File: src/rtl/divider_pkg.sv
// Shared types and defaults for the sequential divider.
// The divider top is configured by the DIV_ZERO_DETECT_EN macro.
package divider_pkg;

    typedef enum logic [1:0] {
        IDLE = 2'd0,
        BUSY = 2'd1,
        DONE = 2'd2
    } state_t;

    localparam int DW_DEF = 8;
    localparam int VW_DEF = 4;
    localparam int CNT_W  = $clog2(DW_DEF + 1);

    // Counter width able to hold the value dw.
    function automatic int cnt_width(input int dw);
        return $clog2(dw + 1);
    endfunction

endpackage

File: src/rtl/sequential_divider_div_step.sv
// One restoring-division iteration: shift in a dividend bit,
// compare against the divisor and conditionally subtract.
module div_step #(
    parameter int VW = 4
) (
    input  logic [VW-1:0] rem,
    input  logic          in_bit,
    input  logic [VW-1:0] divisor,
    output logic [VW-1:0] rem_next,
    output logic          q_bit
);

    logic [VW:0]   t;
    logic [VW+1:0] diff;
    logic          borrow;

    // Borrow out of the widened subtract means t < divisor.
    always_comb begin
        t        = {rem, in_bit};
        diff     = {1'b0, t} - {2'b00, divisor};
        borrow   = diff[VW+1];
        q_bit    = ~borrow;
        rem_next = borrow ? t[VW-1:0] : diff[VW-1:0];
    end

endmodule

File: src/rtl/sequential_divider.sv
// Multi-cycle unsigned restoring divider, one quotient bit per clock.
// Define DIV_ZERO_DETECT_EN to short-cut and flag divide-by-zero.
module sequential_divider
    import divider_pkg::*;
#(
    parameter int DW = DW_DEF,
    parameter int VW = VW_DEF
) (
    input  logic          clk,
    input  logic          rst_n,
    input  logic          in_valid,
    output logic          in_ready,
    input  logic [DW-1:0] dividend,
    input  logic [VW-1:0] divisor,
    output logic          out_valid,
    input  logic          out_ready,
    output logic [DW-1:0] quotient,
    output logic [VW-1:0] remainder,
    output logic          div_zero
);

    localparam int CW = cnt_width(DW);

    state_t        state;
    state_t        state_nxt;
    logic [CW-1:0] count;
    logic [DW-1:0] dvd;
    logic [VW-1:0] dsr;
    logic          zero_op;
    logic          is_zero;
    logic [VW-1:0] rem_nxt;
    logic          q_bit;

`ifdef DIV_ZERO_DETECT_EN
    assign is_zero = (divisor == '0);
`else
    assign is_zero = 1'b0;
`endif

    assign in_ready  = (state == IDLE);
    assign out_valid = (state == DONE);

    div_step #(
        .VW(VW)
    ) u_step (
        .rem     (remainder),
        .in_bit  (dvd[DW-1]),
        .divisor (dsr),
        .rem_next(rem_nxt),
        .q_bit   (q_bit)
    );

    // State register.
    always_ff @(posedge clk) begin
        if (!rst_n) state <= IDLE;
        else        state <= state_nxt;
    end

    // Next-state logic; BUSY ends on the edge that drains count.
    always_comb begin
        state_nxt = state;
        unique case (state)
            IDLE:    if (in_valid) state_nxt = BUSY;
            BUSY:    if (count == CW'(1)) state_nxt = DONE;
            DONE:    if (out_ready) state_nxt = IDLE;
            default: state_nxt = IDLE;
        endcase
    end

    // Datapath: load on accept, iterate in BUSY, hold in DONE.
    // A zero divisor under detection spends one BUSY cycle that
    // loads the fixed result instead of iterating.
    always_ff @(posedge clk) begin
        if (!rst_n) begin
            count     <= '0;
            dvd       <= '0;
            dsr       <= '0;
            zero_op   <= 1'b0;
            quotient  <= '0;
            remainder <= '0;
            div_zero  <= 1'b0;
        end else begin
            unique case (state)
                IDLE: begin
                    if (in_valid) begin
                        dvd       <= dividend;
                        dsr       <= divisor;
                        remainder <= '0;
                        zero_op   <= is_zero;
                        div_zero  <= is_zero;
                        count     <= is_zero ? CW'(1) : CW'(DW);
                    end
                end
                BUSY: begin
                    count <= count - 1'b1;
                    if (zero_op) begin
                        quotient  <= '1;
                        remainder <= dvd[VW-1:0];
                    end else begin
                        dvd       <= {dvd[DW-2:0], 1'b0};
                        remainder <= rem_nxt;
                        quotient  <= {quotient[DW-2:0], q_bit};
                    end
                end
                default: begin
                end
            endcase
        end
    end

endmodule
File: config.mk
export PLATFORM = sky130hd
export DESIGN_NAME = sequential_divider
export DESIGN_NICKNAME = d
export VERILOG_FILES = /design/src/rtl/divider_pkg.sv /design/src/rtl/sequential_divider_div_step.sv /design/src/rtl/sequential_divider.sv
export SDC_FILE = /design/constraint.sdc
export NUM_CORES = 1
export LEC_CHECK = 0
export CORE_MARGIN = 1.5
export CORE_UTILIZATION = 52
export CTS_BUF_LIST = sky130_fd_sc_hd__clkbuf_8
export CTS_CLUSTER_DIAMETER = 50
export DETAILED_ROUTE_END_ITERATION = 10
export PLACE_DENSITY = 0.78
export SYNTH_ARGS = -nofsm -noshare
export SYNTH_HDL_FRONTEND = slang
export SYNTH_SLANG_ARGS = --single-unit
export TNS_END_PERCENT = 30
File: constraint.sdc
create_clock -name clk -period 2.4 [get_ports clk]
set_clock_uncertainty 0.1 [all_clocks]
set_input_delay 0.48 -clock clk [delete_from_list [all_inputs] [get_ports clk]]
set_output_delay 0.48 -clock clk [all_outputs]
set_load 0.05 [all_outputs]
==> impl_metrics.json <==
{
  "hold_viol": 0,
  "clkLatencyLatePin_ns": 0.27,
  "final.fill_count": 236,
  "crit_slowest_cell": "clkdlybuf4s50_1",
  "io_pins": 31,
  "viasPerCell": 5.51,
  "antenna_left": 0,
  "place.port_buffers": 29,
  "cts_tree": "built",
  "hold_ws_ns": 0.370,
  "wl_microns": 3350,
  "num_vias": 1307,
  "critPathBufInv": 1,
  "synth_simple_gate_area_share_pct": 23.4,
  "final_net_count": 228,
  "synth_compound_area_share_pct": 23.4,
  "start_util_pct": 54.6,
  "post_synth.cell_area_avg_sq_um": 8.46,
  "diodes": 0,
  "place.gp.congestion": 0.807,
  "tightest_slew_ns": 0.591,
  "crit_arrival_ns": 1.52,
  "drive_gt1_share_pct": 12.1,
  "root_buffer": "clkbuf_8",
  "cts_setup_buffers": 0,
  "cap_viol_max_count": 0,
  "worstPathRequired_ns": 1.82,
  "hold_class": "reg2reg",
  "peakVddDrop_v": 0.000636,
  "wire_per_inst_microns": 14.1,
  "top_usage_layer": "met2",
  "cts_resized": 0,
  "synth_flop_cell": "dfxtp_1",
  "clock_sinks": 30,
  "syn_area_sq_um": 1510,
  "grt_pass1_wl_microns": 5920,
  "p_per_area_nw_per_um2": 813,
  "die-area_sq_um": 3230,
  "synth_area_leaders": "dfxtp_1 40%, nand2_1 8.0%, a21boi_0 7.0%",
  "dr.first_iter.drc_count": 63,
  "ys_warn_count": 0,
  "synth_seq_area_share_pct": 39.9,
  "use_met3_pct": 5.07,
  "drc": 0,
  "core_area_sq_um": 2760,
  "cellLeakagePower_nw": 0.744,
  "row_count": 19,
  "drtPass1Iterations": 4,
  "timing.fmax_mhz": 477,
  "rsz0062_at_grt": "no",
  "crit_family": "buffers and inverters",
  "cts_made_buffers": 5,
  "track_usage_pct": 23.4,
  "met1_usage_pct": 27.9,
  "path_class": "reg2out",
  "areaGrowthSynthToFinish_pct": 25.4,
  "ys_types": 35,
  "muxShareOfSynthArea_pct": 0,
  "status": "finished, final reports clean",
  "synth-edff-count": 0,
  "max_slew_margin_pct": 60.5,
  "clk_pin_slew_ns": 0.06,
  "grt_pass1_vias": 1342,
  "synthAdderAreaFrac_pct": 6.31,
  "layout_commonest_cell": "nand2_1",
  "layout_min_cycle_time_ns": 2.10,
  "start_kind": "flip-flop",
  "gr-total-overflow": 0,
  "synth_top_area_share_pct": 39.9,
  "p_total_mw": 1.54,
  "critPathMaxStageDelay_ns": 0.83,
  "timing.final.max_slew_violations": 0,
  "async_reset_ff_share_pct": 0,
  "path_cells": "clkdlybuf4s50_1",
  "synth_fp_nets": 201,
  "synth_top_family_by_area": "compound AO/OA/AOI/OAI gates",
  "grtUsageMet2_pct": 40.4,
  "dp_hpwl_microns": 2370,
  "critPathCaptureType": "output port",
  "yosysTopAreaCell": "dfxtp_1",
  "min_period_over_period_pct": 87.3,
  "grt_antenna_before_repair": 0,
  "synthXorXnorAreaFrac_pct": 0.581,
  "mostFrequentLayoutCells": "32 x nand2_1, 30 x dfxtp_1, 27 x clkdlybuf4s50_1",
  "postSynthCellCount": 178,
  "fin_tns_setup_ns": 0,
  "crit_fanout": 4,
  "cts-htree-levels": 2,
  "setup_viol": 0,
  "die_h_microns": 56.8,
  "hold_buffers": 0,
  "grt_max_degree": 21,
  "ys_seq_elements": 30,
  "cts_buffer_depth": 2,
  "die_x_microns": 56.8
}
==> through the flow <==
stage	worst slack (ns)	cells	util, %	area, sq um
floorplan	0.204	178	-	1510
detailed placement	0.303	229	65.2	1800
global route	0.255	237	68.5	1890
global placement	0.367	229	65.2	1800
finish	0.305	237	68.5	1890
CTS	0.285	237	68.5	1890
==> cell usage after synthesis (2+ instances only) <==
cell type,count
nor2_1,12
o221a_2,7
or2_2,2
and3_1,2
a21oi_1,8
o21a_1,2
nor3_1,3
a21boi_0,14
dfxtp_1,30
nand2_1,32
ha_1,6
buf_2,5
nor2b_1,8
clkbuf_1,6
and2_1,3
nand3_1,3
a32o_1,2
inv_1,8
or3_1,2
nor3b_1,2
buf_4,2
nand2b_1,2
o21ai_0,5
==> area by class of cell <==
cell class	count	area, sq um	area share [%]
sequential	30	601	31.8
multi-input combinational	127	813	43.0
tap	31	38.8	2.05
inverter	8	30.0	1.59
timing repair buffer	33	315	16.7
clock buffer	6	82.6	4.37
clock inverter	2	8.76	0.464
==> kinds of logic after synthesis <==
logic type / Yosys count
other cells: 1
buf+inv: 21
compound gates: 45
simple gates: 73
flops: 30
xor+xnor: 1
fa+ha+maj: 7
==> sequential cells by signal, indices dropped and copies added, names as in the netlist <==
name,cells
dvd,8
quotient,8
count,4
dsr,4
remainder,4
state,2
==> tightest hold or removal path, cell delays in order, from the launching register on <==
cell	delay [ns]
dfxtp_1	0.31
nand2_1	0.05
a21boi_0	0.07
==> worst paths after layout <==
kind,start,to,slack [ns],cells past startpoint
setup reg to reg,dsr[1]$_SDFFE_PN0P_,remainder[1]$_SDFFE_PN0P_,0.40,6
hold reg to reg,dsr[2]$_SDFFE_PN0P_,dsr[2]$_SDFFE_PN0P_,0.37,2
setup / recovery,remainder[1]$_SDFFE_PN0P_,remainder[1],0.30,1
hold / removal,dsr[2]$_SDFFE_PN0P_,dsr[2]$_SDFFE_PN0P_,0.37,2
==> layer usage <==
layer  share of wire (%)  up-vias
met5                   0        -
met4                 1.0        0
met2                  49       31
li1                    -      657
met1                  46      615
met3                 4.0        4
==> where the power goes <==
part / total [mW] / internal (mW) / switching [mW]
Clock: 0.398 / 0.226 / 0.171
Combinational: 0.523 / 0.234 / 0.289
Sequential: 0.615 / 0.555 / 0.0597
Power figures use the tool's default switching activity.
